$ cat src/rtl/strobe_accum_dump_pkg.sv
// strobe_accum_dump_pkg
//   Shared types and constants for the integrate-and-dump decimator and the
//   rounding/clipping stage it feeds.
//   - state_e  : block fill state (EMPTY / FILL)
//   - ACC_W    : accumulator width for the default configuration
//   - sat_ctrl : saturates a 4-bit control field to a maximum value
package strobe_accum_dump_pkg;

    typedef enum logic {
        EMPTY = 1'b0,
        FILL  = 1'b1
    } state_e;

    localparam int WIDTH_DEF     = 16;
    localparam int MAX_LOG2_DEF  = 8;
    localparam int ACC_W         = WIDTH_DEF + MAX_LOG2_DEF;
    localparam int CTRL_W        = 4;

    function automatic logic [CTRL_W-1:0] sat_ctrl(input logic [CTRL_W-1:0] v,
                                                   input logic [CTRL_W-1:0] max_v);
        return (v > max_v) ? max_v : v;
    endfunction

endpackage

$ cat src/rtl/round_shift_clip.sv
// round_shift_clip
//   Combinational round-half-up arithmetic right shift followed by a clip to a
//   narrower signed width.
//   acc_i   : signed accumulator value (IN_W)
//   shift_i : right-shift amount (SH_W), caller keeps it within range
//   res_o   : clip((acc_i + half) >>> shift_i) (OUT_W)
//   clip_o  : 1 when the clip changed the value
module round_shift_clip #(
    parameter int IN_W  = 24,
    parameter int OUT_W = 16,
    parameter int SH_W  = 4
) (
    input  logic signed [IN_W-1:0]  acc_i,
    input  logic        [SH_W-1:0]  shift_i,
    output logic signed [OUT_W-1:0] res_o,
    output logic                    clip_o
);

    // One guard bit so adding the rounding bias can never wrap.
    localparam int EXT_W = IN_W + 1;
    localparam logic signed [EXT_W-1:0] MAX_V = EXT_W'((64'sd1 <<< (OUT_W-1)) - 64'sd1);
    localparam logic signed [EXT_W-1:0] MIN_V = ~MAX_V;

    logic signed [EXT_W-1:0] ext;
    logic signed [EXT_W-1:0] bias;
    logic signed [EXT_W-1:0] rnd;
    logic signed [EXT_W-1:0] shd;

    always_comb begin
        ext  = {acc_i[IN_W-1], acc_i};
        bias = '0;
        if (shift_i != '0) begin
            bias = EXT_W'(1) << (shift_i - SH_W'(1));
        end
        rnd    = ext + bias;
        shd    = rnd >>> shift_i;
        res_o  = shd[OUT_W-1:0];
        clip_o = 1'b0;
        if (shd > MAX_V) begin
            res_o  = MAX_V[OUT_W-1:0];
            clip_o = 1'b1;
        end else if (shd < MIN_V) begin
            res_o  = MIN_V[OUT_W-1:0];
            clip_o = 1'b1;
        end
    end

endmodule

$ cat src/rtl/strobe_accum_dump.sv
// strobe_accum_dump
//   Integrate-and-dump decimator: sums 2^log2_rate strobed signed samples,
//   then emits one rounded, shifted and clipped result with a 1-cycle strobe.
//   clk, rst_n     : clock, synchronous active-low reset
//   log2_rate      : block length exponent (saturated to MAX_LOG2_RATE)
//   shift          : right shift applied to the block sum (saturated)
//   in, strobe_in  : sample and its qualifier
//   out, clipped   : registered result and saturation flag, held between dumps
//   strobe_out     : one-cycle pulse when out carries a new result
module strobe_accum_dump
    import strobe_accum_dump_pkg::*;
#(
    parameter int WIDTH         = 16,
    parameter int MAX_LOG2_RATE = 8
) (
    input  logic                    clk,
    input  logic                    rst_n,
    input  logic [CTRL_W-1:0]       log2_rate,
    input  logic [CTRL_W-1:0]       shift,
    input  logic signed [WIDTH-1:0] in,
    input  logic                    strobe_in,
    output logic signed [WIDTH-1:0] out,
    output logic                    strobe_out,
    output logic                    clipped
);

    localparam int AW    = WIDTH + MAX_LOG2_RATE;
    localparam int CNT_W = MAX_LOG2_RATE + 1;   // must hold N = 2^MAX_LOG2_RATE
    localparam logic [CTRL_W-1:0] MAX_CTRL = CTRL_W'(MAX_LOG2_RATE);

    state_e                  state_q, state_d;
    logic signed [AW-1:0]    acc_q, acc_d;
    logic [CNT_W-1:0]        cnt_q, cnt_d;
    logic [CTRL_W-1:0]       rate_q, rate_d;
    logic [CTRL_W-1:0]       shift_q, shift_d;
    logic signed [WIDTH-1:0] out_q, out_d;
    logic                    clipped_q, clipped_d;
    logic                    strobe_q, strobe_d;

    logic signed [AW-1:0]    in_ext;
    logic signed [AW-1:0]    sum;
    logic [CNT_W-1:0]        cnt_inc;
    logic [CNT_W-1:0]        blk_len;
    logic [CTRL_W-1:0]       eff_rate;
    logic [CTRL_W-1:0]       eff_shift;
    logic                    last;
    logic signed [WIDTH-1:0] rsc_res;
    logic                    rsc_clip;

    // The sample that opens a block uses the live controls (so N=1 can dump
    // straight away); every later sample in the block uses the latched copy.
    always_comb begin
        in_ext    = {{MAX_LOG2_RATE{in[WIDTH-1]}}, in};
        eff_rate  = (state_q == EMPTY) ? sat_ctrl(log2_rate, MAX_CTRL) : rate_q;
        eff_shift = (state_q == EMPTY) ? sat_ctrl(shift, MAX_CTRL)     : shift_q;
        sum       = (state_q == EMPTY) ? in_ext : acc_q + in_ext;
        cnt_inc   = (state_q == EMPTY) ? CNT_W'(1) : cnt_q + CNT_W'(1);
        blk_len   = CNT_W'(1) << eff_rate;
        last      = (cnt_inc == blk_len);
    end

    round_shift_clip #(
        .IN_W  (AW),
        .OUT_W (WIDTH),
        .SH_W  (CTRL_W)
    ) u_rsc (
        .acc_i   (sum),
        .shift_i (eff_shift),
        .res_o   (rsc_res),
        .clip_o  (rsc_clip)
    );

    always_comb begin
        state_d   = state_q;
        acc_d     = acc_q;
        cnt_d     = cnt_q;
        rate_d    = rate_q;
        shift_d   = shift_q;
        out_d     = out_q;
        clipped_d = clipped_q;
        strobe_d  = 1'b0;
        if (strobe_in) begin
            acc_d   = sum;
            rate_d  = eff_rate;
            shift_d = eff_shift;
            if (last) begin
                state_d   = EMPTY;
                cnt_d     = '0;
                out_d     = rsc_res;
                clipped_d = rsc_clip;
                strobe_d  = 1'b1;
            end else begin
                state_d = FILL;
                cnt_d   = cnt_inc;
            end
        end
    end

    always_ff @(posedge clk) begin
        if (!rst_n) begin
            state_q   <= EMPTY;
            acc_q     <= '0;
            cnt_q     <= '0;
            rate_q    <= '0;
            shift_q   <= '0;
            out_q     <= '0;
            clipped_q <= 1'b0;
            strobe_q  <= 1'b0;
        end else begin
            state_q   <= state_d;
            acc_q     <= acc_d;
            cnt_q     <= cnt_d;
            rate_q    <= rate_d;
            shift_q   <= shift_d;
            out_q     <= out_d;
            clipped_q <= clipped_d;
            strobe_q  <= strobe_d;
        end
    end

    assign out        = out_q;
    assign clipped    = clipped_q;
    assign strobe_out = strobe_q;

endmodule

$ cat config.mk
export PLATFORM = sky130hd
export DESIGN_NAME = strobe_accum_dump
export DESIGN_NICKNAME = d
export VERILOG_FILES = /design/src/rtl/strobe_accum_dump_pkg.sv /design/src/rtl/round_shift_clip.sv /design/src/rtl/strobe_accum_dump.sv
export SDC_FILE = /design/constraint.sdc
export NUM_CORES = 1
export LEC_CHECK = 0
export ABC_AREA = 1
export CORE_ASPECT_RATIO = 1.75
export CORE_MARGIN = 2
export CORE_UTILIZATION = 66
export CTS_BUF_LIST = sky130_fd_sc_hd__clkbuf_8 sky130_fd_sc_hd__clkbuf_16
export DETAILED_ROUTE_END_ITERATION = 7
export HOLD_SLACK_MARGIN = 0.1
export PLACE_DENSITY = 0.88
export SKIP_LAST_GASP = 1
export SLEW_MARGIN = 20
export SYNTH_ARGS = -nofsm -noshare
export SYNTH_HDL_FRONTEND = slang
export SYNTH_SLANG_ARGS = --single-unit
$ cat constraint.sdc
create_clock -name clk -period 7.1 [get_ports clk]
set_input_delay 1.42 -clock clk [delete_from_list [all_inputs] [get_ports clk]]
set_output_delay 1.42 -clock clk [all_outputs]
set_load 0.02 [all_outputs]
==> impl_metrics.tcl <==
set metrics [dict create \
    status "complete, but fails checks" \
    violations "design-rule violations" \
    power-per-cell-area_mw_per_mm2 203 \
    whs_endpoint "cnt_q[3]" \
    critPathMaxFanout 9 \
    synth_adder_area_share 0.0806 \
    wl_per_cell_um 14.7 \
    finalMaxSlewViolations 0 \
    cts.sinks 60 \
    clockBufferDepth 2 \
    ys_ff_latch 60 \
    cts_hold_buffers 0 \
    ctsResizeCount 0 \
    final_antenna_net_count 0 \
    avgSynthCellArea_um2 5.72 \
    h-tree-depth 3 \
    dp_slack_ps 753 \
    synth_top_family_by_area "simple AND/OR/NAND/NOR gates" \
    dieArea_mm2 0.0110 \
    antenna_found_initial 0 \
    routed_wl_mm 19.6 \
    gp_congestion 0.989 \
    clock_latency_ps 340 \
    detailed_place.area_mm2 0.00724 \
    die_x_um 80.2 \
    drtPass1Iterations 8 \
    cp_common_cell "nand2_1" \
    n_antenna_cell 0 \
    setup_ws_ps 737 \
    power_mw 1.53 \
    synth_nets 1241 \
    post-route-period-util 0.896 \
    cts_buffers 9 \
    cp_data_required_time_ps 7330 \
    portBuffers 44 \
    fin_skew_ps 4.96 \
    crit_buf_inv 1 \
    hpwlAfterDp_mm 14.9 \
    num_vias 7660 \
    initial_core_util 0.677 \
    grt_max_degree 49 \
    synth-async-reset-ratio 0 \
    cap_violations 0 \
    worstRegToRegCells 24 \
    drtIter0Drc 427 \
    synth-main-ff-cell "dfxtp_1" \
    num_rows 48 \
    grt_pass1_wl_mm 32.4 \
    r2r_start "state_q" \
    worst_pin_slew_ps 966 \
    startpoint_type "input port" \
    grt_usage 0.371 \
    max_stage_delay_ps 460 \
    die_h_um 137 \
    coreArea_mm2 0.00991 \
    fin_tns_setup_ps 0 \
    synth-xor-area-share 0.0496 \
    cp-end-kind "register" \
    final_cell_mix "nand2_1, inv_1, nand3_1" \
    synth_cell_types 46 \
    grt_pass1_vias 7431 \
    slew_headroom 0.355 \
    holdWs_ps 465 \
    globalRoute.totalOverflow 0 \
    hold_viol 0 \
    reg2reg_setup_slack_ps 1760 \
    setup_viol 0 \
    yosysSeqAreaShare 0.179 \
    min_path_cells 2 \
    crit_slowest_cell "clkdlybuf4s50_1" \
    p_leak_nw 3.84 \
    instances_no_fill 1329 \
    finish.instance_area_mm2 0.00753 \
    layout_commonest_cell "nand2_1" \
    root_buffer "clkbuf_16" \
    drive_above_1_share 0.0739 \
    syn_inst 1172 \
    synth_compound_area_frac 0.158 \
    ir_worst_vdd_mv 0.167 \
    final_nets 1268 \
    fin_util 0.760 \
    cp_top_family "simple AND/OR/NAND/NOR gates" \
    critPathKind "input port to register" \
    cts_tree "done" \
    cts_setup_buffers 0 \
    rsz0062_at_grt "false" \
    critical_path_arrival_ps 6590 \
    fin_crit_ps 6360 \
    yosysWarnings 0 \
    r2r-end "out[14]" \
    io_pins 45 \
    synthMuxAreaShare 0.00298 \
    synth_simple_gate_area_frac 0.421 \
    syn_area_mm2 0.00671 \
    fmax_ghz 0.157 \
    hold_class "register to register" \
    synth_edf_count 0 \
    area_growth_pct 12.3 \
    hold_start "cnt_q[3]" \
    dp.cells 1313 \
    post-route-drc-count 4 \
    clkSlewWorstSetupHoldPaths_ps 50 \
    routed_via_density 5.76 \
]
==> cell type report <==
class,instances,area (µm²)
Multi-Input combinational cell,920,4780
Inverter,151,567
Tap cell,125,156
Clock buffer,9,225
Fill cell,848,2380
Clock inverter,7,67.6
Sequential cell,60,1200
Timing Repair Buffer,57,538
==> cells in the mapped netlist, types with 3 or more instances <==
master    number  area [µm²]
a21boi_0       3        22.5
a21oi_1       77         385
a31oi_1        7        43.8
buf_1          5        18.8
buf_2          6        30.0
clkbuf_1      30         113
clkinv_1       4        15.0
dfxtp_1       60        1200
ha_1          40         500
inv_1        131         492
inv_2         16        60.1
nand2_1      345        1290
nand2_2        9        56.3
nand2_4        4        45.0
nand3_1      119         596
nand3_2        9        90.1
nand3b_1       6        45.0
nand4_1        9        56.3
nor2_1       113         424
nor2_2        11        68.8
nor3_1         5        25.0
nor4_1         3        18.8
o211ai_1       9        67.6
o21ai_0       81         405
o221ai_1       5        43.8
xnor2_1       23         201
xor2_1        15         131
==> tightest hold or removal path: cells and delay by family, from the launching register on <==
kind	cells	cell delay, ps
DFF	1	310
and+or+nand+nor	1	60
AOI/OAI and AO/OA	1	50
==> report_power, final <==
| group | internal [mW] | total, mW | switching [mW] |
|---|---|---|---|
| logic | 0.250 | 0.712 | 0.463 |
| clock network | 0.270 | 0.436 | 0.166 |
| registers | 0.365 | 0.383 | 0.0180 |
==> how the worst max path moves through the flow <==
stage,from,to,slack [ps],depth (start not counted)
4_1_cts,in[0],out[14],1070,30
5_1_grt,in[6],out[8],520,29
2_1_floorplan,shift[3],out[10],1780,32
6_report,in[6],out[14],740,29
3_5_place_dp,in[0],out[14],750,30
3_3_place_gp,in[0],out[14],780,30
==> routing by layer <==
layer	global-route usage	routed length (µm)	up-vias
met5	0	0	-
met4	0.271	1460	0
met3	0.0629	859	103
met2	0.666	9790	266
met1	0.375	7450	3429
li1	-	-	3862
==> cell families after synthesis <==
logic type | Yosys count
buffers and inverters | 192
AND/OR/NAND/NOR | 643
multiplexers | 2
flip-flops | 60
AO/OA/AOI/OAI | 194
other | 1
adder cells (fa/ha/maj) | 42
XOR/XNOR | 38
==> registers in the layout, indices dropped and copies added (netlist names) <==
| register | cells |
|---|---|
| out | 16 |
| shift_q | 4 |
| state_q | 1 |
| clipped | 1 |
| acc_q | 24 |
| rate_q | 4 |
| strobe_out | 1 |
| cnt_q | 9 |
Power figures use the tool's default switching activity.
